--- src/rtl/hasti_arbiter_pkg.sv ---
// rtl/hasti_arbiter_pkg.sv - shared types for the two-master HASTI arbiter
package hasti_arbiter_pkg;

  typedef enum logic [1:0] {
    IDLE   = 2'b00,
    BUSY   = 2'b01,
    NONSEQ = 2'b10,
    SEQ    = 2'b11
  } htrans_t;

  typedef logic [0:0] owner_t;

  typedef enum logic {
    OWN0 = 1'b0,
    OWN1 = 1'b1
  } own_state_t;

  localparam logic HRESP_OKAY = 1'b0;

endpackage

--- src/rtl/hasti_arbiter_ctrl.sv ---
// rtl/hasti_arbiter_ctrl.sv - address/data ownership control for hasti_arbiter
// HASTI_ARB_RR_EN selects round-robin tie breaking; fixed m0 priority otherwise.
module hasti_arbiter_ctrl
  import hasti_arbiter_pkg::*;
#(
  parameter int unsigned DEFAULT_OWNER = 0
) (
  input  logic       hclk,
  input  logic       hresetn,
  input  logic [1:0] m0_htrans,
  input  logic       m0_hmastlock,
  input  logic [1:0] m1_htrans,
  input  logic       m1_hmastlock,
  input  logic       s_hready,
  output logic       addr_owner,
  output logic       data_owner,
  output logic       data_valid
);

  localparam owner_t     RESET_OWNER = owner_t'(DEFAULT_OWNER);
  localparam own_state_t RESET_STATE = own_state_t'(RESET_OWNER);

  own_state_t state, state_nxt;
  logic [1:0] own_htrans;
  logic       own_lock;
  logic       own_idle;
  logic       req0, req1;
  logic       winner;

  assign req0       = m0_htrans[1];
  assign req1       = m1_htrans[1];
  assign own_htrans = (state == OWN1) ? m1_htrans : m0_htrans;
  assign own_lock   = (state == OWN1) ? m1_hmastlock : m0_hmastlock;
  // Only a plain unlocked IDLE releases the bus; locked IDLEs keep the sequence whole.
  assign own_idle   = (own_htrans == IDLE) && !own_lock;

`ifdef HASTI_ARB_RR_EN
  logic last_owner;

  always_ff @(posedge hclk or negedge hresetn) begin
    if (!hresetn) begin
      last_owner <= RESET_OWNER;
    end else if (s_hready) begin
      last_owner <= addr_owner;
    end
  end

  always_comb begin
    winner = req1;
    if (req0 && req1) begin
      winner = ~last_owner;
    end
  end
`else
  always_comb begin
    winner = ~req0;
  end
`endif

  always_ff @(posedge hclk or negedge hresetn) begin
    if (!hresetn) begin
      state <= RESET_STATE;
    end else begin
      state <= state_nxt;
    end
  end

  always_comb begin
    state_nxt = state;
    if (s_hready && own_idle && (req0 || req1) && (winner != addr_owner)) begin
      state_nxt = own_state_t'(winner);
    end
  end

  always_comb begin
    addr_owner = (state == OWN1);
  end

  // The data phase follows whichever master owned the address phase that just completed.
  always_ff @(posedge hclk or negedge hresetn) begin
    if (!hresetn) begin
      data_owner <= RESET_OWNER;
      data_valid <= 1'b0;
    end else if (s_hready) begin
      data_owner <= addr_owner;
      data_valid <= own_htrans[1];
    end
  end

endmodule

--- src/rtl/hasti_arbiter.sv ---
// rtl/hasti_arbiter.sv - two-master AHB-Lite arbiter in front of hasti_bus
// Round-robin tie breaking is enabled by HASTI_ARB_RR_EN (see hasti_arbiter_ctrl).
module hasti_arbiter
  import hasti_arbiter_pkg::*;
#(
  parameter int unsigned DEFAULT_OWNER = 0
) (
  input  logic        hclk,
  input  logic        hresetn,
  input  logic [31:0] m0_haddr,
  input  logic        m0_hwrite,
  input  logic [2:0]  m0_hsize,
  input  logic [2:0]  m0_hburst,
  input  logic [3:0]  m0_hprot,
  input  logic [1:0]  m0_htrans,
  input  logic        m0_hmastlock,
  input  logic [31:0] m0_hwdata,
  output logic        m0_hready,
  output logic        m0_hresp,
  output logic [31:0] m0_hrdata,
  input  logic [31:0] m1_haddr,
  input  logic        m1_hwrite,
  input  logic [2:0]  m1_hsize,
  input  logic [2:0]  m1_hburst,
  input  logic [3:0]  m1_hprot,
  input  logic [1:0]  m1_htrans,
  input  logic        m1_hmastlock,
  input  logic [31:0] m1_hwdata,
  output logic        m1_hready,
  output logic        m1_hresp,
  output logic [31:0] m1_hrdata,
  output logic [31:0] s_haddr,
  output logic        s_hwrite,
  output logic [2:0]  s_hsize,
  output logic [2:0]  s_hburst,
  output logic [3:0]  s_hprot,
  output logic [1:0]  s_htrans,
  output logic        s_hmastlock,
  output logic [31:0] s_hwdata,
  input  logic        s_hready,
  input  logic        s_hresp,
  input  logic [31:0] s_hrdata,
  output logic        grant
);

  logic addr_owner;
  logic data_owner;
  logic data_valid;
  logic m0_data;
  logic m1_data;

  hasti_arbiter_ctrl #(
    .DEFAULT_OWNER(DEFAULT_OWNER)
  ) u_ctrl (
    .hclk         (hclk),
    .hresetn      (hresetn),
    .m0_htrans    (m0_htrans),
    .m0_hmastlock (m0_hmastlock),
    .m1_htrans    (m1_htrans),
    .m1_hmastlock (m1_hmastlock),
    .s_hready     (s_hready),
    .addr_owner   (addr_owner),
    .data_owner   (data_owner),
    .data_valid   (data_valid)
  );

  assign grant = addr_owner;

  always_comb begin
    if (addr_owner) begin
      s_haddr     = m1_haddr;
      s_hwrite    = m1_hwrite;
      s_hsize     = m1_hsize;
      s_hburst    = m1_hburst;
      s_hprot     = m1_hprot;
      s_htrans    = m1_htrans;
      s_hmastlock = m1_hmastlock;
    end else begin
      s_haddr     = m0_haddr;
      s_hwrite    = m0_hwrite;
      s_hsize     = m0_hsize;
      s_hburst    = m0_hburst;
      s_hprot     = m0_hprot;
      s_htrans    = m0_htrans;
      s_hmastlock = m0_hmastlock;
    end
  end

  assign s_hwdata = data_owner ? m1_hwdata : m0_hwdata;

  assign m0_data = data_valid && !data_owner;
  assign m1_data = data_valid && data_owner;

  // A stalled requester sees hready low so it holds its address; an idle one sees it high.
  always_comb begin
    m0_hready = (!addr_owner || m0_data) ? s_hready : ~m0_htrans[1];
    m1_hready = (addr_owner || m1_data) ? s_hready : ~m1_htrans[1];
  end

  always_comb begin
    m0_hresp  = m0_data ? s_hresp : HRESP_OKAY;
    m0_hrdata = m0_data ? s_hrdata : 32'h0;
    m1_hresp  = m1_data ? s_hresp : HRESP_OKAY;
    m1_hrdata = m1_data ? s_hrdata : 32'h0;
  end

endmodule

--- config.mk ---
export PLATFORM = sky130hd
export DESIGN_NAME = hasti_arbiter
export DESIGN_NICKNAME = d
export VERILOG_FILES = /design/src/rtl/hasti_arbiter_pkg.sv /design/src/rtl/hasti_arbiter_ctrl.sv /design/src/rtl/hasti_arbiter.sv
export SDC_FILE = /design/constraint.sdc
export NUM_CORES = 1
export LEC_CHECK = 0
export ABC_AREA = 1
export BUFFER_PORTS_ARGS = -buffer_cell sky130_fd_sc_hd__buf_2
export CAP_MARGIN = 15
export CORE_AREA = 2 2 130 132
export DETAILED_ROUTE_END_ITERATION = 6
export DIE_AREA = 0 0 132 134
export PLACE_DENSITY = 0.47
export SETUP_SLACK_MARGIN = 0.2
export SKIP_CTS_REPAIR_TIMING = 1
export SYNTH_ARGS = -nofsm -noshare
export SYNTH_HDL_FRONTEND = slang
export SYNTH_SLANG_ARGS = --single-unit
export TNS_END_PERCENT = 100
--- constraint.sdc ---
create_clock -name hclk -period 1 [get_ports hclk]
set_input_delay 0 -clock hclk [delete_from_list [all_inputs] [get_ports hclk]]
set_output_delay 0 -clock hclk [all_outputs]
set_load 0.05 [all_outputs]
==> impl_summary.log <==
[metrics] average via count per standard cell: roughly 3.8
[metrics] count of vias placed by the detailed router: 3663
[metrics] max-slew violation total from the final report: 0
[metrics] final weighted congestion in routability-driven placement: 0.7807
[metrics] Global Route Usage Sum: 0.1161
[metrics] initial core utilization: 0.09417
[metrics] number of rows in the core area: between 40 and 50
[metrics] r2r endpoint: u_ctrl.addr_owner
[metrics] failing checks: setup timing
[metrics] R2R Path Start: u_ctrl.addr_owner
[metrics] setup violators final: 150
[metrics] Achievable Freq: 709.0 MHz
[metrics] number of global-route vias before repair: 3364
[metrics] relative slew slack: 0.8294
[metrics] First DRT Iteration DRCs: 37
[metrics] area share of the leading cell type in the synthesized netlist: 0.5799
[metrics] switching power total: approximately 13000 uW
[metrics] Layout fillers: 1596
[metrics] post-place setup slack: -0.2760 ns
[metrics] shortest clock period the worst path allows after layout: between 1 and 1.5 ns
[metrics] dominant cells by area after synthesis: sky130_fd_sc_hd__nand2_1 58%, sky130_fd_sc_hd__nor2_1 17%, sky130_fd_sc_hd__inv_1 8.3%, sky130_fd_sc_hd__dfrtp_1 4.9%, sky130_fd_sc_hd__buf_2 4.2%
[metrics] internal portion of total power: 9501 uW
[metrics] worst skew pair latency: approximately 0.22 ns
[metrics] setup repair after global routing missed its margin: true
[metrics] P_leak: 0.003570 uW
[metrics] setup TNS after final layout: -50.30 ns
[metrics] result of the run: finished with violations
[metrics] Setup crit start kind: flop
[metrics] synthesized net count: 571
[metrics] number of buffers on the longest clock path: 2
[metrics] number of top-level design ports: about 340
[metrics] hold path endpoint: u_ctrl.addr_owner
[metrics] detailed-route wire length per cell: around 13 um
[metrics] total congestion overflow after global routing: 0
[metrics] area growth from synthesis to layout: 385.6%
[metrics] critical path fanouts, max: 12
[metrics] placed wire-length estimate after detailed placement: 9917 um
[metrics] Die X-Extent: 132 um
[metrics] CTS clk-pin slew, worst paths: 0.03 ns
[metrics] sequential fraction of the synthesis area: 0.04894
[metrics] actual slew at the worst max-slew pin: 0.2576 ns
[metrics] pin count of the biggest net entering global routing: 22
[metrics] clock power share: 0.027
[metrics] Post-Synthesis Cell Area: 0.001534 mm2
[metrics] number of distinct library cell variants in the gate-level netlist after synthesis: 15
[metrics] commonest non-fill, non-tap cell in the layout: sky130_fd_sc_hd__buf_2
[metrics] power per cell area: 3076 mW/mm2
[metrics] buffer type at the clock tree root: sky130_fd_sc_hd__clkbuf_16
[metrics] cell depth of the worst flop-to-flop path: 8
[metrics] final count of hold timing violations: 0
[metrics] part of the cycle the worst path needs: 1.410
[metrics] die outline height: 134 um
[metrics] number of iterations in the first detailed-routing pass: 4
[metrics] post-route ant nets: 0
[metrics] Clock Skew: 0.001871 ns
[metrics] depth of the worst hold-timing path: 3
[metrics] clock tree from TritonCTS: yes
[metrics] Num Clock Sinks: 3
[metrics] antenna violations before repair: 0
[metrics] total core area: about 0.016 mm2
[metrics] highest-count cells in the layout ignoring fill and taps: 192 x sky130_fd_sc_hd__buf_2, 87 x sky130_fd_sc_hd__buf_6, 75 x sky130_fd_sc_hd__nand2_2
[metrics] number of cells produced by synthesis: 379
[metrics] library cell occupying the most area in the post-synthesis netlist: sky130_fd_sc_hd__nand2_1
[metrics] area of the die: 0.01769 mm2
[metrics] synthesized area per cell: roughly 4.0 um2
[metrics] Final Routed Wirelength: 12530 um
[metrics] depth of the CTS H-tree: 1
[metrics] data arrival time at the worst-slack endpoint: 1.41 ns
[metrics] synth warn: 0
[metrics] # nets final: 939
[metrics] nature of the critical path endpoint: output pin
[metrics] total of buffers placed on input and output ports: roughly 340
[metrics] antenna cell count: 0
[metrics] minimum setup slack in the final design: -0.4105 ns
[metrics] Worst Path Required: 1.00 ns
[metrics] final core utilization: 0.4573
[metrics] combinational fraction of design power: 0.959
[metrics] global-route wire length before repair: 16970 um
[metrics] critical hold path startpoint: m1_htrans[1]
[metrics] slack of the worst reg-to-reg path: -0.26 ns
[metrics] net switching share of the total power: 0.5853
[metrics] number of register bits inferred by synthesis: 3
[metrics] fraction of layout instances using a drive strength above 1: 0.8646
[metrics] number of buffers created by CTS: 3
[metrics] number of DRC violations after detailed routing: 0
[metrics] register share of total power: 0.013
[metrics] worst IR drop on VDD: 1.855 mV
[metrics] Hold/Removal Path Class: in -> reg
[metrics] max-cap viol count: 0
[metrics] crit path kind: reg -> out
## cell families after synthesis
family          after synthesis  synth area share
compound gates                6           0.02202
buf+inv                      59            0.1599
flops                         3           0.04894
simple gates                311            0.7692
## how the worst max path moves through the flow
stage / slack (ns) / cells after the start / to / startpoint
after floorplan: -0.33 / 8 / u_ctrl.addr_owner / u_ctrl.addr_owner
after global placement: -0.27 / 5 / m1_hready / u_ctrl.data_owner
after detailed placement: -0.28 / 5 / m1_hready / u_ctrl.data_owner
after CTS: -0.51 / 5 / m1_hready / u_ctrl.data_owner
after global routing: -0.46 / 5 / m0_hready / u_ctrl.data_owner
final: -0.41 / 5 / m1_hrdata[26] / u_ctrl.data_owner
## synthesized netlist by cell type, drive strengths merged
library cell and instances:
dfrtp 3, inv 36, a21oi 2, nand3 2
or2 1, o21ai 1, nor2 69, clkbuf 9
buf 14, a31oi 3, nand2 239
## layout make-up
type                    count  area [um2]  area share
inverters                  36       152.6     0.02049
well taps                 220       275.3     0.03696
multi-input cells         317        3298      0.4428
clock buffers               4       78.83     0.01058
repair buffers            386        3565      0.4786
flip-flops and latches      3       78.83     0.01058
## through the flow
step | hold WS (ns) | total power (uW) | instance area [um2] | cells
after global routing | 0.1092 | 23910 | 7448 | 966
after detailed placement | -0.1958 | 17200 | 5639 | 945
after global placement | -0.1936 | 17190 | 5639 | 945
final | 0.09393 | 22910 | 7448 | 966
after CTS | -0.4300 | 17870 | 5718 | 949
after floorplan | -0.2956 | 13520 | 3475 | 379
## power by group through the flow
stage / clock network, uW / logic, uW / registers [uW]
after CTS: 645 / 16900 / 290
after global routing: 671 / 22900 / 317
after detailed placement: 0 / 16900 / 291
after global placement: 0 / 16900 / 288
after floorplan: 0 / 13200 / 318
final: 630 / 22000 / 306
## layer usage
layer / routed length [um] / GRT usage
met5: 0 / 0
met2: 6776 / 0.2130
met4: 105 / 0.01329
met3: 1033 / 0.03364
met1: 4611 / 0.1377
## sequential cells by signal, summed over array words and instances, names as in the netlist
| register | flops |
|---|---|
| u_ctrl.addr_owner | 1 |
| u_ctrl.data_valid | 1 |
| u_ctrl.data_owner | 1 |
## critical path, cell delays in order, from the launching register on
cell                      delay, ns
sky130_fd_sc_hd__dfrtp_2       0.44
sky130_fd_sc_hd__buf_4         0.17
sky130_fd_sc_hd__nand2_8       0.11
sky130_fd_sc_hd__buf_16        0.21
sky130_fd_sc_hd__nor2_4        0.11
sky130_fd_sc_hd__buf_8         0.15
(Power assumes the default switching activity.)
